===== src/rtl/launcher_pkg.sv =====
// Shared state encoding and default geometry for the core launcher.
package launcher_pkg;

    typedef enum logic [2:0] {
        IDLE,
        LOAD,
        KICK,
        RUN,
        DRAIN,
        FIN
    } launch_state_t;

    localparam int AW_DEF       = 8;
    localparam int N_IN_DEF     = 8;
    localparam int IN_BASE_DEF  = 0;
    localparam int N_OUT_DEF    = 4;
    localparam int OUT_BASE_DEF = 64;
    localparam int TW_DEF       = 16;
    localparam int TIMEOUT_DEF  = 4096;

endpackage


===== src/rtl/launch_idx_ctr.sv =====
// Transfer index shared by the operand load and result drain phases.
// limit is one bit wider than the count so a full 2^AW transfer is expressible.
module launch_idx_ctr #(
    parameter int AW = 8
) (
    input  logic          clk,
    input  logic          reset,
    input  logic          clear,
    input  logic          inc,
    input  logic [AW:0]   limit,
    output logic [AW-1:0] count,
    output logic          last
);

    always_ff @(posedge clk) begin
        if (reset || clear) begin
            count <= '0;
        end else if (inc) begin
            count <= count + AW'(1);
        end
    end

    assign last = ({1'b0, count} == (limit - (AW+1)'(1)));

endmodule


===== src/rtl/core_launcher.sv =====
// Host-side job launcher for the 8-bit core: load operands, kick, wait, drain results.
// Optional macro LAUNCH_CHECKSUM_EN adds XOR checksums of loaded and drained bytes.
//
// state | meaning
// IDLE  | waiting for start, core held in reset
// LOAD  | streaming operand bytes into data memory
// KICK  | core released, one-cycle req pulse
// RUN   | core running, counting cycles until done or timeout
// DRAIN | streaming result bytes out of data memory
// FIN   | one-cycle job_done pulse
module core_launcher
    import launcher_pkg::*;
#(
    parameter int AW       = AW_DEF,
    parameter int N_IN     = N_IN_DEF,
    parameter int IN_BASE  = IN_BASE_DEF,
    parameter int N_OUT    = N_OUT_DEF,
    parameter int OUT_BASE = OUT_BASE_DEF,
    parameter int TW       = TW_DEF,
    parameter int TIMEOUT  = TIMEOUT_DEF
) (
    input  logic          clk,
    input  logic          reset,
    input  logic          start,
    input  logic          ld_valid,
    input  logic [7:0]    ld_data,
    output logic          ld_ready,
    output logic          mem_wr_en,
    output logic [AW-1:0] mem_addr,
    output logic [7:0]    mem_wr_dat,
    input  logic [7:0]    mem_rd_dat,
    output logic          core_reset,
    output logic          core_req,
    input  logic          core_done,
    output logic          res_valid,
    output logic [7:0]    res_data,
    input  logic          res_ready,
    output logic          busy,
    output logic          job_done,
    output logic          timeout,
    output logic [TW-1:0] cycles
`ifdef LAUNCH_CHECKSUM_EN
    ,
    output logic [7:0]    in_csum,
    output logic [7:0]    out_csum
`endif
);

    localparam logic [AW:0]   N_IN_L     = (AW+1)'(N_IN);
    localparam logic [AW:0]   N_OUT_L    = (AW+1)'(N_OUT);
    localparam logic [AW-1:0] IN_BASE_A  = AW'(IN_BASE);
    localparam logic [AW-1:0] OUT_BASE_A = AW'(OUT_BASE);
    localparam logic [TW:0]   TIMEOUT_L  = (TW+1)'(TIMEOUT);

    launch_state_t state_q, state_d;

    logic          ctr_clear;
    logic          ctr_inc;
    logic [AW:0]   ctr_limit;
    logic [AW-1:0] idx;
    logic          idx_last;
    logic          run_expire;
    logic          start_acc;
    logic          ld_acc;
    logic          rd_acc;

    launch_idx_ctr #(.AW(AW)) u_idx (
        .clk   (clk),
        .reset (reset),
        .clear (ctr_clear),
        .inc   (ctr_inc),
        .limit (ctr_limit),
        .count (idx),
        .last  (idx_last)
    );

    // Compare one bit wider so TIMEOUT close to 2^TW cannot alias through wrap.
    assign run_expire = (({1'b0, cycles} + (TW+1)'(1)) == TIMEOUT_L);
    assign start_acc  = (state_q == IDLE) && start;
    assign ld_acc     = (state_q == LOAD) && ld_valid;
    assign rd_acc     = (state_q == DRAIN) && res_ready;

    always_comb begin
        state_d    = state_q;
        ld_ready   = 1'b0;
        mem_wr_en  = 1'b0;
        mem_addr   = '0;
        mem_wr_dat = '0;
        core_reset = 1'b1;
        core_req   = 1'b0;
        res_valid  = 1'b0;
        res_data   = '0;
        job_done   = 1'b0;
        ctr_clear  = 1'b0;
        ctr_inc    = 1'b0;
        ctr_limit  = N_IN_L;
        busy       = (state_q != IDLE);
        case (state_q)
            IDLE: begin
                if (start) begin
                    state_d   = LOAD;
                    ctr_clear = 1'b1;
                end
            end
            LOAD: begin
                ld_ready   = 1'b1;
                mem_addr   = IN_BASE_A + idx;
                mem_wr_dat = ld_data;
                mem_wr_en  = ld_valid;
                if (ld_valid) begin
                    ctr_inc = 1'b1;
                    if (idx_last) begin
                        ctr_clear = 1'b1;
                        state_d   = KICK;
                    end
                end
            end
            KICK: begin
                core_reset = 1'b0;
                core_req   = 1'b1;
                state_d    = RUN;
            end
            RUN: begin
                core_reset = 1'b0;
                if (core_done) begin
                    state_d = DRAIN;
                end else if (run_expire) begin
                    state_d = FIN;
                end
            end
            DRAIN: begin
                ctr_limit = N_OUT_L;
                mem_addr  = OUT_BASE_A + idx;
                res_valid = 1'b1;
                // Address only moves on accept, so read data is stable under stall.
                res_data  = mem_rd_dat;
                if (res_ready) begin
                    ctr_inc = 1'b1;
                    if (idx_last) begin
                        state_d = FIN;
                    end
                end
            end
            FIN: begin
                job_done = 1'b1;
                state_d  = IDLE;
            end
            default: state_d = IDLE;
        endcase
    end

    always_ff @(posedge clk) begin
        if (reset) begin
            state_q <= IDLE;
            cycles  <= '0;
            timeout <= 1'b0;
        end else begin
            state_q <= state_d;
            if (start_acc) begin
                timeout <= 1'b0;
            end
            if (state_q == KICK) begin
                cycles <= '0;
            end
            if (state_q == RUN) begin
                cycles <= cycles + TW'(1);
                if (!core_done && run_expire) begin
                    timeout <= 1'b1;
                end
            end
        end
    end

`ifdef LAUNCH_CHECKSUM_EN
    always_ff @(posedge clk) begin
        if (reset || start_acc) begin
            in_csum  <= '0;
            out_csum <= '0;
        end else begin
            if (ld_acc) begin
                in_csum <= in_csum ^ ld_data;
            end
            if (rd_acc) begin
                out_csum <= out_csum ^ mem_rd_dat;
            end
        end
    end
`else
    logic unused_acc;
    assign unused_acc = ld_acc ^ rd_acc;
`endif

endmodule


===== config.mk =====
export PLATFORM = sky130hd
export DESIGN_NAME = core_launcher
export DESIGN_NICKNAME = d
export VERILOG_FILES = /design/src/rtl/launcher_pkg.sv /design/src/rtl/launch_idx_ctr.sv /design/src/rtl/core_launcher.sv
export SDC_FILE = /design/constraint.sdc
export NUM_CORES = 1
export LEC_CHECK = 0
export CORE_MARGIN = 2
export CORE_UTILIZATION = 45
export DETAILED_ROUTE_END_ITERATION = 10
export PLACE_DENSITY = 0.82
export SETUP_SLACK_MARGIN = 0.15
export SYNTH_ARGS = -nofsm -noshare
export SYNTH_HDL_FRONTEND = slang
export SYNTH_SLANG_ARGS = --single-unit
export TNS_END_PERCENT = 50

===== constraint.sdc =====
create_clock -name clk -period 2.2 [get_ports clk]
set_input_delay 0.55 -clock clk [delete_from_list [all_inputs] [get_ports clk]]
set_output_delay 0.55 -clock clk [all_outputs]
set_load 0.1 [all_outputs]

After elaboration in Yosys (flattened, before gate mapping)
Index checks and enable logic that the tools add are counted.
{"block": "totals", "ff_bits": 28, "output_inout_bits": 48, "wordCells": 61, "input_bits": 22}
{"block": "op_classes", "muxes": 30, "reduce_logical": 9, "eq_ne": 13, "addsub": 5}
{"cell": "$mux 16", "count": 2}
{"cell": "$mux 3", "count": 7}
{"cell": "$add 16x1->17 const B", "count": 1}
{"cell": "$eq 17x13->1 const B", "count": 1}
{"cell": "$add 16x1->16 const B", "count": 1}
{"cell": "$mux 8", "count": 2}
{"cell": "$pmux 8 s2", "count": 1}
{"cell": "$pmux 3 s5", "count": 1}
{"cell": "$mux 1", "count": 14}
{"cell": "$ne 2x2->1 const B", "count": 5}
{"cell": "$eq 8x9->1", "count": 1}
{"cell": "$add 7x8->8 const A", "count": 1}
{"cell": "$add 8x1->8 const B", "count": 1}
{"cell": "$eq 3x2->1 const B", "count": 2}
{"cell": "$eq 3x3->1 const B", "count": 2}
{"cell": "$reduce_and 6->1", "count": 1}
{"cell": "$sub 4x1->5 const B", "count": 1}
{"cell": "$mux 4", "count": 1}
{"cell": "$pmux 1 s2", "count": 2}
{"cell": "$eq 3x1->1 const B", "count": 1}
{"cell": "$logic_not 3->1", "count": 1}
{"cell": "$ne 3x3->1 const B", "count": 1}
{"cell": "$reduce_bool 3->1", "count": 1}
{"cell": "$logic_and 1x1->1", "count": 2}
{"cell": "4 further kinds", "count": 4}

Longest topological paths before layout
{"block": "logic_depth", "word_depth": 8, "ltp_mapped": 9, "mapped_depth_nobuf": 8}

Modules after synthesis
From an unflattened synthesis, not the netlist that was laid out.
{"block": "unflattened", "hier_cells": 303, "hier_area_um2": 2193.4}
{"module": "core_launcher", "cells_each": 225, "seq_area_each_um2": 400.4, "instances": 1, "area_per_inst_um2": 1561.5}
{"module": "launch_idx_ctr", "cells_each": 78, "seq_area_each_um2": 160.2, "instances": 1, "area_per_inst_um2": 631.9}

Worst setup path before layout
Ideal clock, no wire load.
{"block": "synth_path", "kind": "reg2out", "startpoint": "register state_q[2]", "endpoint": "output mem_addr[0]", "required_time_ns": 1.650, "n_path_buf": 0, "stages_incl_launch_ff": 5, "arrival_ns": 4.697, "slack_ns": -3.047, "path_cell_list": "dfxtp_1 > inv_1 > nor3_1 > nor2_1 > nor2b_1"}
{"block": "synth_via", "elab_chain_len": 2, "elab_cells_between_ends": 3, "cone_classes": "eq/ne (2); mux (1)"}
{"element": "from (decl)", "line": "core_launcher.sv:55", "rtl": "launch_state_t state_q, state_d;"}
{"element": "from (signal assigned)", "line": "core_launcher.sv:158", "rtl": "state_q <= state_d;"}
{"element": "$eq 3x3->1 or $eq 3x1->1 (tied branches)", "line": "core_launcher.sv:98", "rtl": "case (state_q)"}
{"element": "$pmux 8 s2 (*)", "line": "core_launcher.sv:98"}
{"element": "to (decl)", "line": "core_launcher.sv:29", "rtl": "output logic [AW-1:0] mem_addr,"}
Mark *: on every way between the ends. The rest lies on a longest branch, timed or not.

Worst setup path in the final report
{"block": "layout_path", "startpoint": "register state_q[2]", "endpoint": "output mem_addr[2]"}
Same word-level chain as after synthesis.

==> metrics.txt <==
Final TNS setup=0 ns; Vias/cell=5.81; CTS Buf Count=3; crit share post-route=0.952; Setup WS post-layout=0.106 ns; pin count of the biggest net entering global routing=26; IO Port Bufs=69; Pwr per Cell Area=460 mW/mm^2; starting DRC count in detailed routing=192; cts hold-fix bufs=0; Post-DRT Antenna Nets=0; Max Cap Viol=0; CP Class=reg -> out; Worst Tran Pin Value=0.420 ns; Worst Setup Start Kind=register; endpoints failing setup=0; Mapped Area=0.00197 sq mm; Synth area leader=dfxtp_1; ant diodes=0; Worst EP required=1.65 ns; Post-synth EDFFs=0; number of hold violations in the final report=0; final net count=354; Final Max Tran Viols=0; Crit Path Max Fanout=5; ys async rst share=0; Post-Syn Area per Cell=7.77 sq um; flop-to-flop setup slack=0.26 ns; most frequent cells in the layout=buf_12, buf_4, nand2_1, nor2_1, clkdlybuf4s50_1; Area Growth Syn to Fin=66.5%; final instance area=0.00329 sq mm; Avg WL per Cell=16.2 um; arrival time worst endpoint=1.54 ns; top_reg_cell synth=dfxtp_1; WHS Endpoint=timeout$_SDFF_PP0_; Layout fillers=286; Clock Path Buffers=2; Worst Skew=0.00858 ns; leak pwr=0.00127 uW; Hold Path Class=reg -> reg; Worst VDD drop=0.610 mV; Period minus WS final=2.09 ns; post-synth top area share=0.284; # DRC=0; Final GP Congestion=0.837; final HPWL from detailed placement=4040 um; Root Buffer=clkbuf_8; HP Start=timeout$_SDFF_PP0_; hold depth=2; gr ovfl total=0; Vias=2,197; GRT Total Usage=0.242; Worst slew margin=0.719; FF+latch count, synth=28; io pins=70; H-tree levels=1; Die Area=0.00493 sq mm; Worst-path clk slew=0.10 ns; net count after synthesis=281; width of the die=70.2 um; final wirelength=6130 um; status=finished, final reports clean; Design Power=1510 uW; Worst setup EP type=output port; post-placement cell area=0.00310 sq mm; Clock Sink Count=28; first-pass GRT wire length=9720 um; sequential cell area fraction in the yosys report=0.284; Yosys cell types=52; Initial Utilization=0.459; row count=24; reg-to-reg critical path endpoint=state_q[2]$_SDFFE_PP0P_; Post-Place Worst Slack=0.0365 ns; Synth Instances=254; Die Span Y=70.2 um; core region area=0.00429 sq mm; vias in the first global route=2,029; top cells by area, synth=dfxtp_1, nor2_1, nand2_1, mux2_2, nor3_1; CTS tree=yes; share of cells above drive strength 1=0.399; fmax=0.478 GHz; TritonRoute pass-1 iters=4; worst reg2reg path depth=5; RSZ-0062 raised after global routing=yes; clk_lat worst skew=0.28 ns; r2r startpoint=cycles[6]$_SDFFE_PP0N_; Yosys warning total=0; initial antenna violation count=0
==> Yosys cell counts, types with 2 or more instances <==
library cell / n
and3_1: 9
nor4_1: 2
o21ai_0: 6
dfxtp_1: 28
nand4_1: 7
nand2_1: 25
nor3_1: 14
a31oi_1: 2
mux2i_1: 3
and4_1: 3
nor2_1: 27
nand3_1: 8
a21oi_1: 13
ha_1: 5
buf_6: 2
xnor2_1: 6
o221ai_1: 3
nor3b_1: 5
and2_1: 11
nor2b_1: 6
clkbuf_1: 10
inv_1: 6
o21a_1: 3
or2_2: 3
mux2_2: 7
buf_2: 4
a22oi_1: 7
buf_4: 2
xor2_1: 4
==> critical path: stages, from the launching register on <==
cell and delay, ns:
dfxtp_4 0.42, inv_6 0.05, nor3_4 0.20, ha_2 0.22, a21oi_2 0.04, nor2_4 0.15
buf_12 0.18
==> state kept, by name (all words and copies together) (netlist names) <==
name         count
cycles          16
u_idx.count      8
state_q          3
timeout          1
==> layout make-up <==
type	count	area (sq um)	area share
sequential	28	593	0.181
timing repair buffer	87	1120	0.340
tap	52	65.1	0.0198
clock inverter	1	30.0	0.00914
inverter	6	27.5	0.00838
clock buffer	3	41.3	0.0126
multi-input combinational	201	1410	0.430
==> how the worst max path moves through the flow <==
stage / end / slack (ns) / start / depth (start not counted)
after global routing: mem_addr[2] / 0.04 / state_q[2]$_SDFFE_PP0P_ / 6
after CTS: mem_addr[0] / 0.11 / state_q[2]$_SDFFE_PP0P_ / 6
after floorplan: mem_addr[2] / -0.61 / state_q[2]$_SDFFE_PP0P_ / 5
after detailed placement: u_idx.count[7]$_SDFFE_PP0P_ / 0.04 / ld_valid / 7
after global placement: u_idx.count[7]$_SDFFE_PP0P_ / 0.09 / res_ready / 6
final: mem_addr[2] / 0.11 / state_q[2]$_SDFFE_PP0P_ / 6
==> through the flow <==
stage,utilization,cells,hold slack (ns)
floorplan,-,254,0.521
global placement,0.722,365,0.448
detailed placement,0.722,365,0.450
CTS,0.755,374,0.471
global route,0.765,378,0.520
finish,0.765,378,0.470
==> timing repair <==
action	CTS	global route
setup endpoints to repair	31	19
pin swaps	2	1
buffers inserted	5	4
hold endpoints to repair	0	0
resized for setup	10	4
==> logic make-up (layout without fill, tap and decap cells) <==
logic type,Yosys count,after routing,synth area share
DFF,28,28,0.284
buffers and inverters,25,97,0.0666
AOI/OAI and AO/OA,47,47,0.166
adders and majority gates,5,5,0.0317
and+or+nand+nor,129,129,0.352
xor gates and xnor gates,10,10,0.0444
muxes,10,10,0.0552
==> per-layer routing <==
metal | routed length [um] | share of wire | global-route usage
met2 | 3300 | 0.54 | 0.425
met1 | 2450 | 0.40 | 0.300
met3 | 261 | 0.043 | 0.0447
met4 | 120 | 0.020 | 0.0705
met5 | 0 | 0 | 0
==> power breakdown <==
group | switching [uW] | internal [uW] | total (uW)
registers | 15.4 | 510 | 525
clock network | 161 | 244 | 405
logic | 353 | 227 | 580
total | 529 | 981 | 1510
(Power assumes the default switching activity.)
